File: config.mk
export PLATFORM = sky130hd
export DESIGN_NAME = hazard_ctrl
export DESIGN_NICKNAME = d
export VERILOG_FILES = /design/src/rtl/hazard_ctrl.sv
export SDC_FILE = /design/constraint.sdc
export NUM_CORES = 1
export LEC_CHECK = 0
export CORE_ASPECT_RATIO = 0.6
export CORE_MARGIN = 2
export CORE_UTILIZATION = 48
export CTS_BUF_LIST = sky130_fd_sc_hd__clkbuf_4
export CTS_CLUSTER_DIAMETER = 150
export DETAILED_ROUTE_END_ITERATION = 10
export MAX_ROUTING_LAYER = met4
export PLACE_DENSITY_LB_ADDON = 0.3
export SLEW_MARGIN = 20
export SYNTH_ARGS = -nofsm -noshare
export SYNTH_HDL_FRONTEND = slang
export SYNTH_SLANG_ARGS = --single-unit
File: constraint.sdc
create_clock -name clk -period 2.51 [get_ports clk]
set_clock_uncertainty 0.05 [all_clocks]
set_input_delay 0.502 -clock clk [delete_from_list [all_inputs] [get_ports clk]]
set_output_delay 0.502 -clock clk [all_outputs]
set_load 0.005 [all_outputs]
File: src/rtl/hazard_ctrl.sv
// ============================================================================
// Module      : hazard_ctrl
// Description : Pipeline hazard controller covering load-use stalls, EX
//               redirect flushes and data-memory wait freezes, with
//               saturating statistics counters.
// Revision    : 1.0 - initial release
// ============================================================================
`default_nettype none

module hazard_ctrl #(
    parameter int CNT_W = 16
) (
    input  logic             clk,
    input  logic             reset,
    input  logic [4:0]       id_rs1,
    input  logic [4:0]       id_rs2,
    input  logic             id_uses_rs1,
    input  logic             id_uses_rs2,
    input  logic             ex_mem_read,
    input  logic [4:0]       ex_rd,
    input  logic             ex_redirect,
    input  logic             mem_req,
    input  logic             mem_ready,
    input  logic             stat_clr,
    output logic             hold_pc,
    output logic             hold_if_id,
    output logic             hold_id_ex,
    output logic             flush_if_id,
    output logic             bubble_id_ex,
    output logic             freeze_all,
    output logic [CNT_W-1:0] stall_cnt,
    output logic [CNT_W-1:0] flush_cnt,
    output logic [1:0]       state_o
);

    typedef enum logic [1:0] {
        RUN      = 2'd0,
        LU_STALL = 2'd1,
        MEM_WAIT = 2'd2,
        UNUSED   = 2'd3
    } state_t;

    state_t           state_q, state_d;
    logic [CNT_W-1:0] stall_cnt_q, stall_cnt_d;
    logic [CNT_W-1:0] flush_cnt_q, flush_cnt_d;

    logic lu_hazard;
    logic mem_wait;
    logic hold_pc_c, hold_if_id_c, hold_id_ex_c;
    logic flush_if_id_c, bubble_id_ex_c, freeze_all_c;

    assign lu_hazard = ex_mem_read && (ex_rd != 5'd0) &&
                       ((id_uses_rs1 && (id_rs1 == ex_rd)) ||
                        (id_uses_rs2 && (id_rs2 == ex_rd)));
    assign mem_wait  = mem_req && !mem_ready;

    always_comb begin
        state_d        = state_q;
        hold_pc_c      = 1'b0;
        hold_if_id_c   = 1'b0;
        hold_id_ex_c   = 1'b0;
        flush_if_id_c  = 1'b0;
        bubble_id_ex_c = 1'b0;
        freeze_all_c   = 1'b0;
        case (state_q)
            MEM_WAIT: begin
                if (mem_wait) begin
                    freeze_all_c = 1'b1;
                    hold_pc_c    = 1'b1;
                    hold_if_id_c = 1'b1;
                    hold_id_ex_c = 1'b1;
                    state_d      = MEM_WAIT;
                end else begin
                    state_d = RUN;
                end
            end
            // EX holds the bubble we inserted, so a load-use match here is stale.
            LU_STALL: begin
                if (mem_wait) begin
                    freeze_all_c = 1'b1;
                    hold_pc_c    = 1'b1;
                    hold_if_id_c = 1'b1;
                    hold_id_ex_c = 1'b1;
                    state_d      = MEM_WAIT;
                end else if (ex_redirect) begin
                    flush_if_id_c  = 1'b1;
                    bubble_id_ex_c = 1'b1;
                    state_d        = RUN;
                end else begin
                    state_d = RUN;
                end
            end
            default: begin
                if (mem_wait) begin
                    freeze_all_c = 1'b1;
                    hold_pc_c    = 1'b1;
                    hold_if_id_c = 1'b1;
                    hold_id_ex_c = 1'b1;
                    state_d      = MEM_WAIT;
                end else if (ex_redirect) begin
                    flush_if_id_c  = 1'b1;
                    bubble_id_ex_c = 1'b1;
                    state_d        = RUN;
                end else if (lu_hazard) begin
                    hold_pc_c      = 1'b1;
                    hold_if_id_c   = 1'b1;
                    bubble_id_ex_c = 1'b1;
                    state_d        = LU_STALL;
                end else begin
                    state_d = RUN;
                end
            end
        endcase
    end

    // Controls are forced low for as long as reset is held, independent of state.
    assign hold_pc      = reset & hold_pc_c;
    assign hold_if_id   = reset & hold_if_id_c;
    assign hold_id_ex   = reset & hold_id_ex_c;
    assign flush_if_id  = reset & flush_if_id_c;
    assign bubble_id_ex = reset & bubble_id_ex_c;
    assign freeze_all   = reset & freeze_all_c;

    always_comb begin
        stall_cnt_d = stall_cnt_q;
        flush_cnt_d = flush_cnt_q;
        if (stat_clr) begin
            stall_cnt_d = '0;
            flush_cnt_d = '0;
        end else begin
            if (hold_pc && (stall_cnt_q != {CNT_W{1'b1}}))
                stall_cnt_d = stall_cnt_q + 1'b1;
            if (flush_if_id && (flush_cnt_q != {CNT_W{1'b1}}))
                flush_cnt_d = flush_cnt_q + 1'b1;
        end
    end

    always_ff @(negedge clk or negedge reset) begin
        if (!reset) begin
            state_q     <= RUN;
            stall_cnt_q <= '0;
            flush_cnt_q <= '0;
        end else begin
            state_q     <= state_d;
            stall_cnt_q <= stall_cnt_d;
            flush_cnt_q <= flush_cnt_d;
        end
    end

    assign stall_cnt = stall_cnt_q;
    assign flush_cnt = flush_cnt_q;
    assign state_o   = state_q;

endmodule

`default_nettype wire

==> flow_summary.toml, run 1 <==
[synthesis]
ys_seq_area_share_pct = 42.5
avgSynthCellArea_um2 = 9.23
ys_warn_count = 0
synthFlopType = "dfrtn_1"
netlist_area_um2 = 2000
synthDistinctLibCells = 40
synth_edf_count = 0
synth_top_cell_area_share_pct = 42.5
synthArstFlopShare_pct = 100
synth_top_area_cell = "dfrtn_1"
syn_inst = 217
ys_seq_elements = 34
yosys-top-cells-area = "dfrtn_1, xnor2_1, nor2_1"
syn_nets = 245

[sta]
worst_slack_ps = -1120
tns_ps = -39140
finalSetupViolCount = 71
rsz0062_at_grt = "yes"
worstMarginPinSlew_ps = 650
relSlewSlack_pct = 56.6
report.final.slew_viol_count = 0
finalHoldViolCount = 0

[worst_setup_path]
r2r_slack_ps = -340
criticalPathCategory = "reg -> out"
critPathSlowestCell = "dfrtn_1"
cp-end-kind = "output pin"
critical_path.max_stage_delay_ps = 460
crit_fanout = 2
crit_chain = "inv_2 -> ha_4 -> nand4b_1 -> buf_4 -> buf_6 -> inv_2 -> buf_6"
timing.rr.end = "stall_cnt[1]$_DFFE_NN0P_"
worstPathArrival_ps = 3080
cp_top_family = "buffers and inverters"
path_buf_inv = 5
worstRegToRegCells = 10
cp-start-kind = "register"
cp.required_ps = 1960
rr_startpoint = "stall_cnt[4]$_DFFE_NN0P_"

[global_routing]
grt_pass1_vias = 2274
grtUsageTotal_pct = 32.1
grt_max_degree = 18
grt_overflow = 0
grt_pass1_wl_mm = 11.0
antenna_found_initial = 0

[floorplan]
core_um2 = 4050
rows = 18
die_h_um = 54.0
die_w_um = 87.4
start_util_pct = 49.4
dieArea_um2 = 4720
io_pins = 64

[finish]
multi_input_area_um2 = 1410
syn2layout_area_growth_pct = 86.3
stdcell_area_um2 = 3730
fin_nets = 403
antenna_cells = 0
post_route_cells_drive_above_1_share_pct = 54.8
layoutNonFillerInstCount = 426
regArea_um2 = 851
fill_cells = 149

[pwr]
powerDensity_nw_per_um2 = 303
peakVddDrop_mv = 0.272
swShare_pct = 28.9
power.total_mw = 1.13
p_comb_share_pct = 21.5
seqPwrFrac_pct = 49.4
switchingPower_uw = 327
p_int_uw = 803
cellLeakagePower_nw = 1.84
pwr-share-clk_pct = 29.2

[drt]
drt-wirelength-per-cell_um = 22.7
ant_nets = 0
wirelength_mm = 9.69
drtPass1Iterations = 6
drt_iter0_markers = 223
vias = 2702
vias_per_cell = 6.34
route.detailed.drc = 0

[hold_path]
hold-path-cell-count = 3
min_path_type = "reg -> reg"
holdPathEnd = "stall_cnt[1]$_DFFE_NN0P_"
min_from = "stall_cnt[1]$_DFFE_NN0P_"

[placed_design]
io_buffers = 63
gp_congestion = 0.882
dpl.hpwl_mm = 4.56
placedCellCount = 376
place_area_um2 = 3170

[job]
max_cap_violations = 0

[cts]
clock-sinks = 34
ctsHoldBuffers = 0
cts_max_level = 2
clockBufferDepth = 2
cts_buffers = 5
cts_tree = "done"
insertion_delay_ps = 350
cts.clk_slew.worst_paths_ps = 80
cts_root_buf = "clkbuf_4"

[status]
status = "complete, but fails checks"
violations = "setup timing"
==> cell families (layout without fill, tap and decap cells) <==
family / Yosys count / count (layout) / synth area share [%]
and+or+nand+nor: 95 / 95 / 25.9
AOI/OAI and AO/OA: 40 / 40 / 12.6
DFF: 34 / 34 / 42.5
xor gates and xnor gates: 23 / 23 / 10.1
buffers and inverters: 18 / 177 / 4.93
adders and majority gates: 4 / 4 / 2.50
muxes: 3 / 3 / 1.62
==> power by group through the flow <==
stage                     Clock, mW  Combinational, mW  Sequential [mW]
after floorplan                   0             0.0619            0.569
after global placement            0              0.163            0.566
after detailed placement          0              0.168            0.567
after CTS                     0.311              0.197            0.557
after global routing          0.347              0.252            0.557
final                         0.329              0.243            0.558
==> registers in the layout, indices dropped and copies added (netlist names) <==
name,count
stall_cnt,16
flush_cnt,16
state_o,2
==> worst max-delay path by stage <==
stage | depth (start not counted) | to | slack, ps | from
6_report | 7 | flush_if_id | -1120 | state_o[0]$_DFF_NN0_
5_1_grt | 7 | hold_if_id | -1150 | state_o[0]$_DFF_NN0_
4_1_cts | 7 | hold_if_id | -1020 | state_o[0]$_DFF_NN0_
3_5_place_dp | 10 | stall_cnt[7]$_DFFE_NN0P_ | -1420 | ex_rd[1]
3_3_place_gp | 10 | stall_cnt[7]$_DFFE_NN0P_ | -1360 | ex_rd[1]
2_1_floorplan | 8 | stall_cnt[1]$_DFFE_NN0P_ | -900 | ex_rd[1]
==> worst reg2reg max path: stages (launching register included) <==
cell,delay [ps]
dfrtn_1,430
buf_4,160
nand4_2,360
nor4_2,700
nor2b_1,180
a21oi_4,190
buf_12,140
buf_6,100
buf_12,110
mux2i_2,200
nor2_1,60
==> layout make-up <==
class	instances	share of cell area, %
multi-input cells	165	37.8
repair buffers	160	35.4
flip-flops and latches	34	22.8
well taps	50	1.68
clock buffers	6	1.21
inverters	9	0.905
clock inverters	2	0.235
==> per-stage QoR <==
stage                     hold slack, ps  utilization [%]  setup WS (ps)
after global placement               529             78.2          -1360
after floorplan                      432                -           -905
after CTS                            542             82.6          -1020
after global routing                 601             92.1          -1150
final                                561             92.1          -1120
after detailed placement             533             78.2          -1420
==> placed cells by master (no fill, tap or decap), drive strengths merged, types with 2 or more instances in the layout <==
cell           instances
xor2                   3
buf                  141
a21oi                 18
nor4                   7
nand3                  6
o21ai                 12
or3                   12
nor2                  22
nand2                 15
clkinv                 2
mux2                   2
o31ai                  4
or4                    5
dfrtn                 34
ha                     4
dlygate4sd2            5
nand2b                 2
inv                    9
clkbuf                 9
nand4                 13
clkdlybuf4s50          5
dlymetal6s2s           5
and2                   3
nor2b                  3
xnor2                 20
nor3                   5
==> metal layers <==
metal / GRT usage, % / part of all wire [%] / up-vias
met5: - / 0 / -
met2: 51.8 / 47 / 247
li1: - / - / 1097
met4: 10.8 / 5.7 / 0
met3: 7.36 / 12 / 68
met1: 40.6 / 35 / 1290
==> Yosys cell counts, drive strengths merged, types with 5 or more instances <==
library cell	count
or3	12
buf	6
or4	5
nor4	7
xnor2	20
o21ai	12
dfrtn	34
nand2	15
nor3	5
inv	9
nand4	13
nor2	22
a21oi	18
nand3	6
==> repair_timing <==
action / in CTS / in global routing
buffers inserted: 21 / 20
gates cloned: 1 / 1
resized for setup: 213 / 62
setup endpoints to repair: 71 / 71
pin swaps: 28 / 29
No activity file was read; power rests on OpenSTA's default activity.
==> run 2, diff against run 1 <==
==> constraint.sdc (replaced) <==
create_clock -name clk -period 3.7 [get_ports clk]
set_clock_uncertainty 0.05 [all_clocks]
set_input_delay 0.74 -clock clk [delete_from_list [all_inputs] [get_ports clk]]
set_output_delay 0.74 -clock clk [all_outputs]
set_load 0.005 [all_outputs]
==> run 2 against run 1 <==
  * The flow still finishes with violations (setup timing)
  * Worst hold slack lost 24 ps
  * Sequential power shrank 32%
  * Sequential share of layout area grew 1.5 points
==> flow_summary.toml, run 2 (synthesized netlist as in run 1, its figures left out) <==
[global_routing]
grt_pass1_wl_mm = 10.6
grtUsageTotal_pct = 31.1
grt_max_degree = 28
antenna_found_initial = 0
grt_pass1_vias = 2223
grt_overflow = 0

[job]
max_cap_violations = 0

[sta]
relSlewSlack_pct = 56.9
rsz0062_at_grt = "yes"
report.final.slew_viol_count = 0
worst_slack_ps = -693
hold_ws_ps = 537
tns_ps = -9250
worstMarginPinSlew_ps = 645
finalHoldViolCount = 0
finalSetupViolCount = 27

[cts]
cts_buffers = 5
clock-sinks = 34
clockBufferDepth = 2
insertion_delay_ps = 340
cts_tree = "done"
cts.clk_slew.worst_paths_ps = 80
ctsHoldBuffers = 0
cts_root_buf = "clkbuf_4"
cts_max_level = 2

[finish]
post_route_cells_drive_above_1_share_pct = 42.3
layout_commonest_cell = "buf_4"
antenna_cells = 0
final_core_util_pct = 86.5
syn2layout_area_growth_pct = 75.1
layoutNonFillerInstCount = 402
fin_nets = 380
stdcell_area_um2 = 3510
final_cell_mix = "buf_4, dlygate4sd2_1, dfrtn_1"

[worst_setup_path]
cp.required_ps = 2910
crit_chain = "inv_2 -> ha_4 -> o211ai_2 -> nand2b_4 -> nor2_4 -> o21a_1 -> buf_4 -> buf_6"
cp-end-kind = "output pin"
criticalPathCategory = "reg -> out"
timing.rr.end = "flush_cnt[11]$_DFFE_NN0P_"
rr_startpoint = "flush_cnt[3]$_DFFE_NN0P_"
r2r_slack_ps = 1170
worstPathArrival_ps = 3600
crit_fanout = 2
cp-start-kind = "register"
critPathSlowestCell = "dfrtn_1"
critical_path.max_stage_delay_ps = 430
worstRegToRegCells = 8

[floorplan]
dieArea_um2 = 4720
die_w_um = 87.4
start_util_pct = 49.4
rows = 18
io_pins = 64
core_um2 = 4050
die_h_um = 54.0

[placed_design]
dpl.hpwl_mm = 4.40
gp_congestion = 0.853
io_buffers = 63
place_area_um2 = 3080
placedCellCount = 366
place_ws_ps = -1060

[drt]
drt_iter0_markers = 158
wirelength_mm = 6.89
drtPass1Iterations = 5
route.detailed.drc = 0
ant_nets = 0
vias = 2270
drt-wirelength-per-cell_um = 17.1
vias_per_cell = 5.65

[status]
violations = "setup timing"
status = "complete, but fails checks"

[pwr]
powerDensity_nw_per_um2 = 222
peakVddDrop_mv = 0.219
cellLeakagePower_nw = 1.68
power.total_uw = 778

[hold_path]
min_from = "flush_cnt[9]$_DFFE_NN0P_"
hold-path-cell-count = 3
holdPathEnd = "flush_cnt[9]$_DFFE_NN0P_"
min_path_type = "reg -> reg"
==> run 2: power by group <==
group | total (mW) | internal (mW) | switching (mW)
Clock | 0.273 | 0.137 | 0.136
Sequential | 0.378 | 0.376 | 0.00160
Combinational | 0.128 | 0.0687 | 0.0592
==> run 2: repair_timing <==
action                                  4_1_cts  5_1_grt
setup buffers                                25        3
endpoints found under the setup margin       71       34
pin swaps                                    44       18
gates cloned                                  1        0
resized for setup                           143       25
==> run 2: worst max-delay path, delay by kind of cell (launching register included) <==
kind	cells	cell delay, ps
compound gates	2	230
fa+ha+maj	1	260
buf+inv	3	260
flops	1	430
simple gates	2	230
==> run 2: layer usage <==
| metal | vias up | wire, um | track usage [%] |
|---|---|---|---|
| met5 | - | 0 | - |
| met4 | 0 | 138 | 9.49 |
| met3 | 19 | 601 | 7.98 |
| met2 | 111 | 3350 | 51.5 |
| met1 | 1093 | 2800 | 38.1 |
| li1 | 1047 | - | - |
==> run 2: area by class of cell <==
type | count | area (um2)
Timing Repair Buffer | 137 | 1150
Inverter | 9 | 33.8
Fill cell | 200 | 547
Multi-Input combinational cell | 165 | 1340
Sequential cell | 34 | 851
Tap cell | 50 | 62.6
Clock buffer | 5 | 37.5
Clock inverter | 2 | 33.8
==> run 2: worst max path at each step <==
stage | end | cells after the start | slack, ps | from
final | hold_if_id | 8 | -690 | state_o[0]$_DFF_NN0_
after global routing | hold_if_id | 8 | -740 | state_o[0]$_DFF_NN0_
after CTS | hold_if_id | 8 | -710 | state_o[0]$_DFF_NN0_
after detailed placement | stall_cnt[7]$_DFFE_NN0P_ | 8 | -1060 | ex_rd[1]
after global placement | stall_cnt[1]$_DFFE_NN0P_ | 8 | -990 | ex_rd[1]
after floorplan | stall_cnt[1]$_DFFE_NN0P_ | 8 | -550 | ex_rd[1]
